<file path="src/rtl/output_mode_pkg.sv">
// Shared types and constants for the output mode sequencer.
package output_mode_pkg;

  // Sequencer states: steady, waiting for a stable new request, break-before-make gap.
  typedef enum logic [1:0] {
    ST_ACTIVE  = 2'd0,
    ST_QUALIFY = 2'd1,
    ST_DEAD    = 2'd2
  } state_t;

  // Board mode indices as wired to the output-path mux.
  localparam int MODE_OFF     = 0;
  localparam int TRIANGLE_PWM = 1;
  localparam int TRIANGLE_R2R = 2;
  localparam int TONE_BUZZER  = 3;
  localparam int EXTRA        = 4;
  localparam int SAW_PWM      = 5;
  localparam int SAW_R2R      = 6;
  localparam int CHIRP_BUZZER = 7;

  // Modes 0 and 4 drive no output path; every other mode drives its own enable bit.
  localparam logic [31:0] DEFAULT_VALID_MASK = 32'h0000_00EE;

endpackage

</file>
<file path="src/rtl/output_mode_sequencer_sync_2ff.sv">
// Two-flop bus synchroniser for the slowly changing switch inputs.
module sync_2ff #(
  parameter int WIDTH = 1
) (
  input  logic             clk,
  input  logic             reset_n,
  input  logic [WIDTH-1:0] d,
  output logic [WIDTH-1:0] q
);

  logic [WIDTH-1:0] meta;

  // Two register stages; q is usable two edges after d settles.
  always_ff @(posedge clk or negedge reset_n) begin
    if (!reset_n) begin
      meta <= '0;
      q    <= '0;
    end else begin
      meta <= d;
      q    <= meta;
    end
  end

endmodule

</file>
<file path="src/rtl/output_mode_sequencer.sv">
// Turns a raw switch mode selector into registered one-hot output-path enables,
// with a stability qualifier and break-before-make dead time between modes.
module output_mode_sequencer
  import output_mode_pkg::*;
#(
  parameter int                    NUM_MODES     = 8,
  parameter int                    SEL_W         = $clog2(NUM_MODES),
  parameter int                    STABLE_CYCLES = 16,
  parameter int                    DEAD_CYCLES   = 4,
  parameter logic [NUM_MODES-1:0]  VALID_MASK    = DEFAULT_VALID_MASK[NUM_MODES-1:0]
) (
  input  logic                 clk,
  input  logic                 reset_n,
  input  logic [SEL_W-1:0]     mode_select,
  output logic [NUM_MODES-1:0] enable_onehot,
  output logic [SEL_W-1:0]     active_mode,
  output logic                 switching,
  output logic                 mode_change_pulse,
  output logic [1:0]           state_dbg
);

  localparam int CNT_W  = $clog2(STABLE_CYCLES + 1);
  localparam int DCNT_W = $clog2(DEAD_CYCLES + 1);

  state_t             state;
  logic [SEL_W-1:0]   sync_raw;
  logic [SEL_W-1:0]   sync_sel;
  logic [SEL_W-1:0]   cand;
  logic [CNT_W-1:0]   cnt;
  logic [DCNT_W-1:0]  dcnt;

  sync_2ff #(.WIDTH(SEL_W)) u_sync (
    .clk     (clk),
    .reset_n (reset_n),
    .d       (mode_select),
    .q       (sync_raw)
  );

  // Out-of-range selector codes behave exactly like the off mode 0.
  assign sync_sel  = (32'(sync_raw) >= 32'(NUM_MODES)) ? '0 : sync_raw;
  assign state_dbg = state;

  // Enable pattern for a committed mode; masked modes drive nothing.
  function automatic logic [NUM_MODES-1:0] mode_enable(input logic [SEL_W-1:0] m);
    logic [NUM_MODES-1:0] e;
    e = '0;
    for (int i = 0; i < NUM_MODES; i++) begin
      if (int'(m) == i) e[i] = VALID_MASK[i];
    end
    return e;
  endfunction

  // Sequencer FSM; every output is registered alongside state so enables never overlap.
  always_ff @(posedge clk or negedge reset_n) begin
    if (!reset_n) begin
      state             <= ST_ACTIVE;
      active_mode       <= '0;
      cand              <= '0;
      cnt               <= '0;
      dcnt              <= '0;
      enable_onehot     <= '0;
      switching         <= 1'b0;
      mode_change_pulse <= 1'b0;
    end else begin
      mode_change_pulse <= 1'b0;
      case (state)
        ST_ACTIVE: begin
          if (sync_sel != active_mode) begin
            cand      <= sync_sel;
            switching <= 1'b1;
            if (STABLE_CYCLES == 1) begin
              state         <= ST_DEAD;
              dcnt          <= '0;
              enable_onehot <= '0;
            end else begin
              state <= ST_QUALIFY;
              cnt   <= CNT_W'(1);
            end
          end
        end
        ST_QUALIFY: begin
          if (sync_sel == active_mode) begin
            // Request withdrawn: stay on the current mode without any gap.
            state     <= ST_ACTIVE;
            switching <= 1'b0;
            cnt       <= '0;
          end else if (sync_sel != cand) begin
            cand <= sync_sel;
            cnt  <= CNT_W'(1);
          end else if (cnt == CNT_W'(STABLE_CYCLES - 1)) begin
            state         <= ST_DEAD;
            dcnt          <= '0;
            cnt           <= '0;
            enable_onehot <= '0;
          end else begin
            cnt <= cnt + CNT_W'(1);
          end
        end
        ST_DEAD: begin
          if (dcnt == DCNT_W'(DEAD_CYCLES - 1)) begin
            state             <= ST_ACTIVE;
            active_mode       <= cand;
            enable_onehot     <= mode_enable(cand);
            switching         <= 1'b0;
            mode_change_pulse <= 1'b1;
            dcnt              <= '0;
          end else begin
            dcnt <= dcnt + DCNT_W'(1);
          end
        end
        default: begin
          state     <= ST_ACTIVE;
          switching <= 1'b0;
        end
      endcase
    end
  end

endmodule

</file>
<file path="config.mk">
export PLATFORM = sky130hd
export DESIGN_NAME = output_mode_sequencer
export DESIGN_NICKNAME = d
export VERILOG_FILES = /design/src/rtl/output_mode_pkg.sv /design/src/rtl/output_mode_sequencer_sync_2ff.sv /design/src/rtl/output_mode_sequencer.sv
export SDC_FILE = /design/constraint.sdc
export NUM_CORES = 1
export LEC_CHECK = 0
export ABC_AREA = 1
export CORE_MARGIN = 1.5
export CORE_UTILIZATION = 38
export CTS_CLUSTER_SIZE = 24
export DETAILED_ROUTE_END_ITERATION = 8
export GPL_TIMING_DRIVEN = 0
export HOLD_SLACK_MARGIN = 0.08
export PLACE_DENSITY = 0.57
export SETUP_SLACK_MARGIN = 0.1
export SLEW_MARGIN = 20
export SYNTH_ARGS = -nofsm -noshare
export SYNTH_HDL_FRONTEND = slang
export SYNTH_SLANG_ARGS = --single-unit
</file>
<file path="constraint.sdc">
create_clock -name clk -period 1.3 [get_ports clk]
set_input_delay 0.26 -clock clk [delete_from_list [all_inputs] [get_ports clk]]
set_output_delay 0.26 -clock clk [all_outputs]
set_load 0.01 [all_outputs]
</file>
==> summary.md, run 1 <==
• **clock transition at the registers of the reported paths** 0.06 ns
• **clock period minus worst slack** 1.374 ns
• **placement-stage cell area** 1758 µm²
• **count of max-cap constraint violations** 0
• **uppermost signal routing layer after detailed routing** met4
• **post-synthesis instance area** 1499 µm²
• **count of pins over their slew limit** 0
• **largest net degree at the start of global routing** 31
• **largest fanout on the critical path** 5
• **critical path class** flop to flop
• **number of antenna violations at the first check in global routing** 0
• **timing-limited maximum frequency** 727.9 MHz
• **sort of element at the start of the critical path** flop
• **status** complete, but fails checks
• **# setup viols final** 18
• **Setup crit end kind** flop
• **TritonCTS buffer count** 5
• **number of vias after detailed routing** 1333
• **placement-stage worst setup slack** -0.1376 ns
• **worst min-delay path category** flop to flop
• **total placed cells including tap cells** 238
• **Core Area** 3716 µm²
• **Sinks on Clock Net** 30
• **clk_skew** 0.007034 ns
• **DRC Markers** 0
• **cells taking the most area after synthesis** dfrtp_1 50%, nand2_1 13%, nand3_1 5.7%, nand4_1 4.2%, inv_1 3.8%
• **YS warnings** 0
• **number of DRC markers after the initial detailed-route iteration** 66
• **most common library cell in the layout ignoring fill and taps** nand2_1
• **total grt overflow** 0
• **Design Area, Final** 2282 µm²
• **vias per inst** 4.847
• **Clock Root Buffer** clkbuf_8
• **final estimated routing congestion in global placement** 0.8455
• **number of diodes added for antenna fixing** 0
• **static leakage** 1.117 nW
• **endpoint required time on the critical path** 1.52 ns
• **Routed WL** 3536 µm
• **# rows** 22
• **fraction of post-synthesis cell area in the top cell type by area** 0.5008
• **final non-filler cell total** 275
• **critical path data arrival time** 1.59 ns
• **vias in the first global route** 1239
• **antenna viol nets, final** 0
• **number of buffers on the longest clock path** 2
• **total length of routed met2 wires** 1823 µm
• **distinct cell type count of the synthesized netlist** 22
• **unrepaired setup endpoints after global routing** true
• **wire length of the first global-routing pass** 5540 µm
• **PortBufs** 17
• **overall track demand over capacity in global routing** 0.1736
• **floorplan die area** 4330 µm²
• **number of optimization iterations in the first detailed-route pass** 4
• **initial standard-cell utilization of the core** 0.4034
• **net count reported at finish** 233
• **layout cell share with drive strength beyond 1** 0.4317
• **Pwr Density** 1230 nW/µm²
• **Die Y** 65.81 µm
• **CTS tree** done
• **worst skew pair latency** 0.29 ns
• **Setup TNS** -0.7052 ns
• **Hold WS** 0.3440 ns
• **Cells after Synth** 172
• **proportion of synthesized chip area in sequential cells** 0.5008
• **Total Power Consumption** 2.808 mW
• **worst-case register-to-register setup slack** -0.07 ns
• **DRT met1 WL** 1460 µm
• **Mean Syn Cell Area** 8.715 µm²
• **least setup slack across all paths after layout** -0.07383 ns
• **post-layout utilization of the core** 0.6141
• **commonest cells after routing, fill and taps aside** 38 x nand2_1, 20 x buf_4, 20 x dfrtp_1, 13 x inv_1, 12 x nor2_1
• **Avg WL per Cell** 12.86 µm
• **leading area contributor after synthesis** dfrtp_1
• **met3 wire len** 159 µm
• **CTS HTree Levels** 2
• **violated checks** negative setup slack
• **flip-flop and latch count after synthesis** 30
• **ports placed on the boundary** 20
• **peak ir drop on the vdd network** 0.0008163 V
• **area added between synthesis and finish** 52.25%
• **x dimension of the die** 65.81 µm
• **Hold Violations, Final** 0
• **placed wire-length estimate** 2083 µm
• **period utilization** 1.057
## Yosys cell counts
library cell  number
xor2_1             1
xnor2_1            3
or2_1              1
o21ai_1            1
nor2_4             1
nand4_1           10
xnor2_2            1
nor2_1            14
o21ai_0            8
nand2_4            4
inv_1             15
buf_4              2
dfrtp_1           30
nand4_4            1
nor2_8             1
inv_2              3
nand3_1           17
conb_1             1
ha_1               2
nand2_1           53
nand3_2            2
nand3_4            1
## kinds of logic after synthesis
group                    Yosys count  share of synthesized area
AND/OR/NAND/NOR                  105                     0.3606
flip-flops                        30                     0.5008
buffers and inverters             20                    0.05509
AO/OA/AOI/OAI                      9                    0.03005
XOR/XNOR                           5                    0.03423
adder cells (fa/ha/maj)            2                    0.01669
other                              1                   0.002502
## path summary, 6_finish.rpt
path / from / endpoint / depth (start not counted)
max in group asynchronous: reset_n / active_mode[1] / 2
worst min-delay path: u_sync.meta[0] / u_sync.q[0] / 0
min in group asynchronous: reset_n / switching / 2
worst max-delay path: u_sync.q[1] / cand[0] / 8
worst min register to register: u_sync.meta[0] / u_sync.q[0] / 0
worst max register to register: u_sync.q[1] / cand[0] / 8
## area by class of cell
| type | count | area (µm²) |
|---|---|---|
| multi-input cells | 123 | 840.8 |
| clock inverters | 1 | 5.005 |
| plain buffers | 2 | 15.01 |
| inverters | 18 | 80.08 |
| flip-flops and latches | 30 | 763.2 |
| well taps | 48 | 60.06 |
| fillers | 313 | 1434 |
| repair buffers | 46 | 431.7 |
| clock buffers | 7 | 86.33 |
## routing by layer
metal | up-vias | track usage
met4 | 0 | 0.1068
li1 | 661 | -
met3 | 10 | 0.04259
met2 | 36 | 0.2866
met5 | - | 0
met1 | 626 | 0.2018
## report_power, final
part           total (mW)  switching, mW  internal (mW)
clock               0.770          0.344          0.426
sequential           1.10         0.0820           1.02
combinational       0.939          0.490          0.450
total                2.81          0.916           1.89
## critical path: stages, from the launching register on
cell     delay [ns]
dfrtp_2        0.46
xnor2_4        0.22
buf_6          0.13
nand3_4        0.13
nand2_4        0.13
inv_6          0.05
nand2_4        0.08
nand2_1        0.05
nand2_1        0.06
## registers in the layout (all words and copies together) (netlist names)
name,flops
enable_onehot,6
cnt,5
active_mode,3
cand,3
dcnt,3
u_sync.meta,3
u_sync.q,3
state_dbg,2
mode_change_pulse,1
switching,1
## repair_timing
item / CTS / global route
pin swaps: 4 / 13
endpoints found under the hold margin: 30 / 0
setup buffers: 17 / 12
resized for setup: 47 / 57
endpoints found under the setup margin: 35 / 34
hold buffers: 1 / 0
No activity file was read; power rests on OpenSTA's default activity.
==> inputs of run 2 (changes only) <==
--- a/config.mk
+++ b/config.mk
@@ -8,9 +8,9 @@
 export ABC_AREA = 1
 export CORE_MARGIN = 1.5
 export CORE_UTILIZATION = 38
-export CTS_CLUSTER_SIZE = 24
+export CTS_CLUSTER_SIZE = 30
 export DETAILED_ROUTE_END_ITERATION = 8
-export GPL_TIMING_DRIVEN = 0
+export GPL_TIMING_DRIVEN = 1
 export HOLD_SLACK_MARGIN = 0.08
 export PLACE_DENSITY = 0.57
 export SETUP_SLACK_MARGIN = 0.1
==> run 2 against run 1 <==
Compared with the run above:
- the run still ends with negative setup slack left
- hold slack got worse by 0.0078 ns
- first-iteration DRC count increased by 30%
- flip-flop and latch count unchanged
- total power decreased by 2.5%
- clock skew decreased by 0.0011 ns
- sequential power about the same
- die area unchanged
- combinational power decreased by 4.4%
- clock power about the same
- cell count increased by 0.73%
- critical endpoint is now enable_onehot[5]
==> summary.md, run 2 (same netlist as run 1, synthesis figures left out) <==
• **status** complete, but fails checks
• **violated checks** negative setup slack
• **placement-stage cell area** 1926 µm², +9.5%
• **wire length of the first global-routing pass** 5671 µm, +2.4%
• **# rows** 22, unchanged
• **PortBufs** 17, unchanged
• **most common library cell in the layout ignoring fill and taps** nand2_1
• **overall track demand over capacity in global routing** 0.1724, -0.001232
• **sort of element at the start of the critical path** flop
• **Routed WL** 3299 µm, -6.7%
• **Regs by FF count** enable_onehot x6, cnt x5
• **number of buffers on the longest clock path** 2, unchanged
• **fillers** 334, +6.7%
• **Hold WS** 0.3362 ns, -0.007806 ns
• **area added between synthesis and finish** 49.25%
• **number of antenna violations at the first check in global routing** 0, unchanged
• **worst skew pair latency** 0.28 ns, about the same
• **placed wire-length estimate** 2367 µm, +14%
• **CP delay by family, top** simple AND/OR/NAND/NOR gates
• **layout cell share with drive strength beyond 1** 0.4279, -0.003770
• **number of optimization iterations in the first detailed-route pass** 6, +2
• **library cell contributing the largest single delay on the critical path** dfrtp_1
• **timing-limited maximum frequency** 758.4 MHz, +4.2%
• **clock period minus worst slack** 1.318 ns, -0.05534 ns
• **busiest metal layer after global routing** met2
• **cell repeated most along the worst path** nand2_2
• **Hold Violations, Final** 0, unchanged
• **# setup viols final** 5, -13
• **largest net degree at the start of global routing** 31, unchanged
• **x dimension of the die** 65.81 µm, unchanged
• **CTS tree** done
• **unrepaired setup endpoints after global routing** true
• **peak ir drop on the vdd network** 0.0006856 V, -16%
• **vias in the first global route** 1203, -2.9%
• **Die Y** 65.81 µm, unchanged
• **antenna viol nets, final** 0, unchanged
• **clock transition at the registers of the reported paths** 0.07 ns, about the same
• **TritonCTS buffer count** 5, unchanged
• **ports placed on the boundary** 20, unchanged
• **Clock Root Buffer** clkbuf_8
• **initial standard-cell utilization of the core** 0.4034, unchanged
• **final estimated routing congestion in global placement** 0.8988, +6.3%
• **number of buffers inserted by hold repair at cts** 0, -1
• **delay contributed by the slowest stage of the critical path** 0.43 ns, -0.03 ns
• **count of max-cap constraint violations** 0, unchanged
• **critical path class** flop to flop
• **grt met1 use** 0.2481, +0.04632
• **met3 GRT Util** 0.03748, -0.005111
• **Setup crit end kind** flop
• **count of pins over their slew limit** 0, unchanged
• **clk_skew** 0.005921 ns, -0.001112 ns
• **commonest cells after routing, fill and taps aside** 38 x nand2_1, 27 x dfrtp_1, 27 x buf_4, 14 x nand2_2, 13 x inv_1
• **static leakage** 1.112 nW, -0.44%
• **Core Area** 3716 µm², unchanged
• **largest fanout on the critical path** 8, +3
• **DRC Markers** 0, unchanged
• **Avg WL per Cell** 11.91 µm, -7.4%
• **flip-flop count of the largest register, all copies and words added** 6, unchanged
• **CP Cell Sequence** xnor2_2 -> nand3_2 -> nand2_4 -> nand3_4 -> nand2_2 -> nand2_2
• **Design Area, Final** 2237 µm², -2.0%
• **net count reported at finish** 235, +0.86%
• **least setup slack across all paths after layout** -0.01848 ns, +0.05534 ns
• **Global Route met2 Usage** 0.2576, -0.02904
• **number of vias after detailed routing** 1317, -1.2%
• **worst min-delay path category** primary input to asynchronous set/reset pin
• **endpoint required time on the critical path** 1.47 ns, -0.05 ns
• **number of diodes added for antenna fixing** 0, unchanged
• **Pwr Density** 1224 nW/µm², -0.53%
• **vias per inst** 4.755, -1.9%
• **Bufs and invs on worst path** 0, -2
• **floorplan die area** 4330 µm², unchanged
• **total grt overflow** 0, unchanged
• **number of DRC markers after the initial detailed-route iteration** 86, +30%
• **Sinks on Clock Net** 30, unchanged
• **CTS HTree Levels** 2, unchanged
• **period utilization** 1.014, -0.04257
• **Largest Register** enable_onehot
• **critical path data arrival time** 1.49 ns, -0.10 ns
-- run 2: repair_timing --
action                                  4_1_cts  5_1_grt
gates resized for setup                      42       43
setup buffers                                 2        9
endpoints found under the setup margin       36       29
pin swaps                                     8       14
-- run 2: area by class of cell --
| type | instances | area (µm²) | share of cell area |
|---|---|---|---|
| well taps | 48 | 60.06 | 0.02685 |
| clock inverters | 1 | 5.005 | 0.002237 |
| flip-flops and latches | 30 | 754.5 | 0.3372 |
| repair buffers | 50 | 429.2 | 0.1918 |
| clock buffers | 7 | 86.33 | 0.03859 |
| multi-input cells | 123 | 829.5 | 0.3708 |
| inverters | 18 | 72.57 | 0.03244 |
-- run 2: worst paths after layout --
check                      depth (start not counted)      startpoint  slack (ns)          endpoint
max                                                6     u_sync.q[0]       -0.02  enable_onehot[5]
min                                                2         reset_n        0.34           dcnt[1]
max reg2reg                                        6     u_sync.q[0]       -0.02  enable_onehot[5]
min reg2reg                                        0  u_sync.meta[0]        0.34       u_sync.q[0]
max in group asynchronous                          2         reset_n        0.77       u_sync.q[1]
min in group clk                                   0  u_sync.meta[0]        0.34       u_sync.q[0]
-- run 2: metal layers --
metal  up-vias  routed length (µm)
li1        663                   -
met1       619                1488
met2        30                1658
met3         5                 128
met4         0                  23
met5         -                   0
-- run 2: where the power goes --
group          switching (mW)  internal (mW)
clock network           0.345          0.427
logic                   0.498          0.400
registers              0.0573           1.01
-- run 2: per-stage QoR --
| step | util | setup TNS [ns] | setup slack, ns | std cells | total power [mW] |
|---|---|---|---|---|---|
| CTS | 0.5599 | -0.005474 | -0.002272 | 268 | 2.642 |
| detailed placement | 0.5182 | -0.1981 | -0.02864 | 258 | 1.819 |
| finish | 0.6020 | -0.05971 | -0.01848 | 277 | 2.738 |
| global route | 0.6020 | -1.327 | -0.1173 | 277 | 2.900 |
| global placement | 0.5182 | -0.02947 | -0.008783 | 258 | 1.808 |
| floorplan | - | 0 | 0.02348 | 173 | 1.498 |
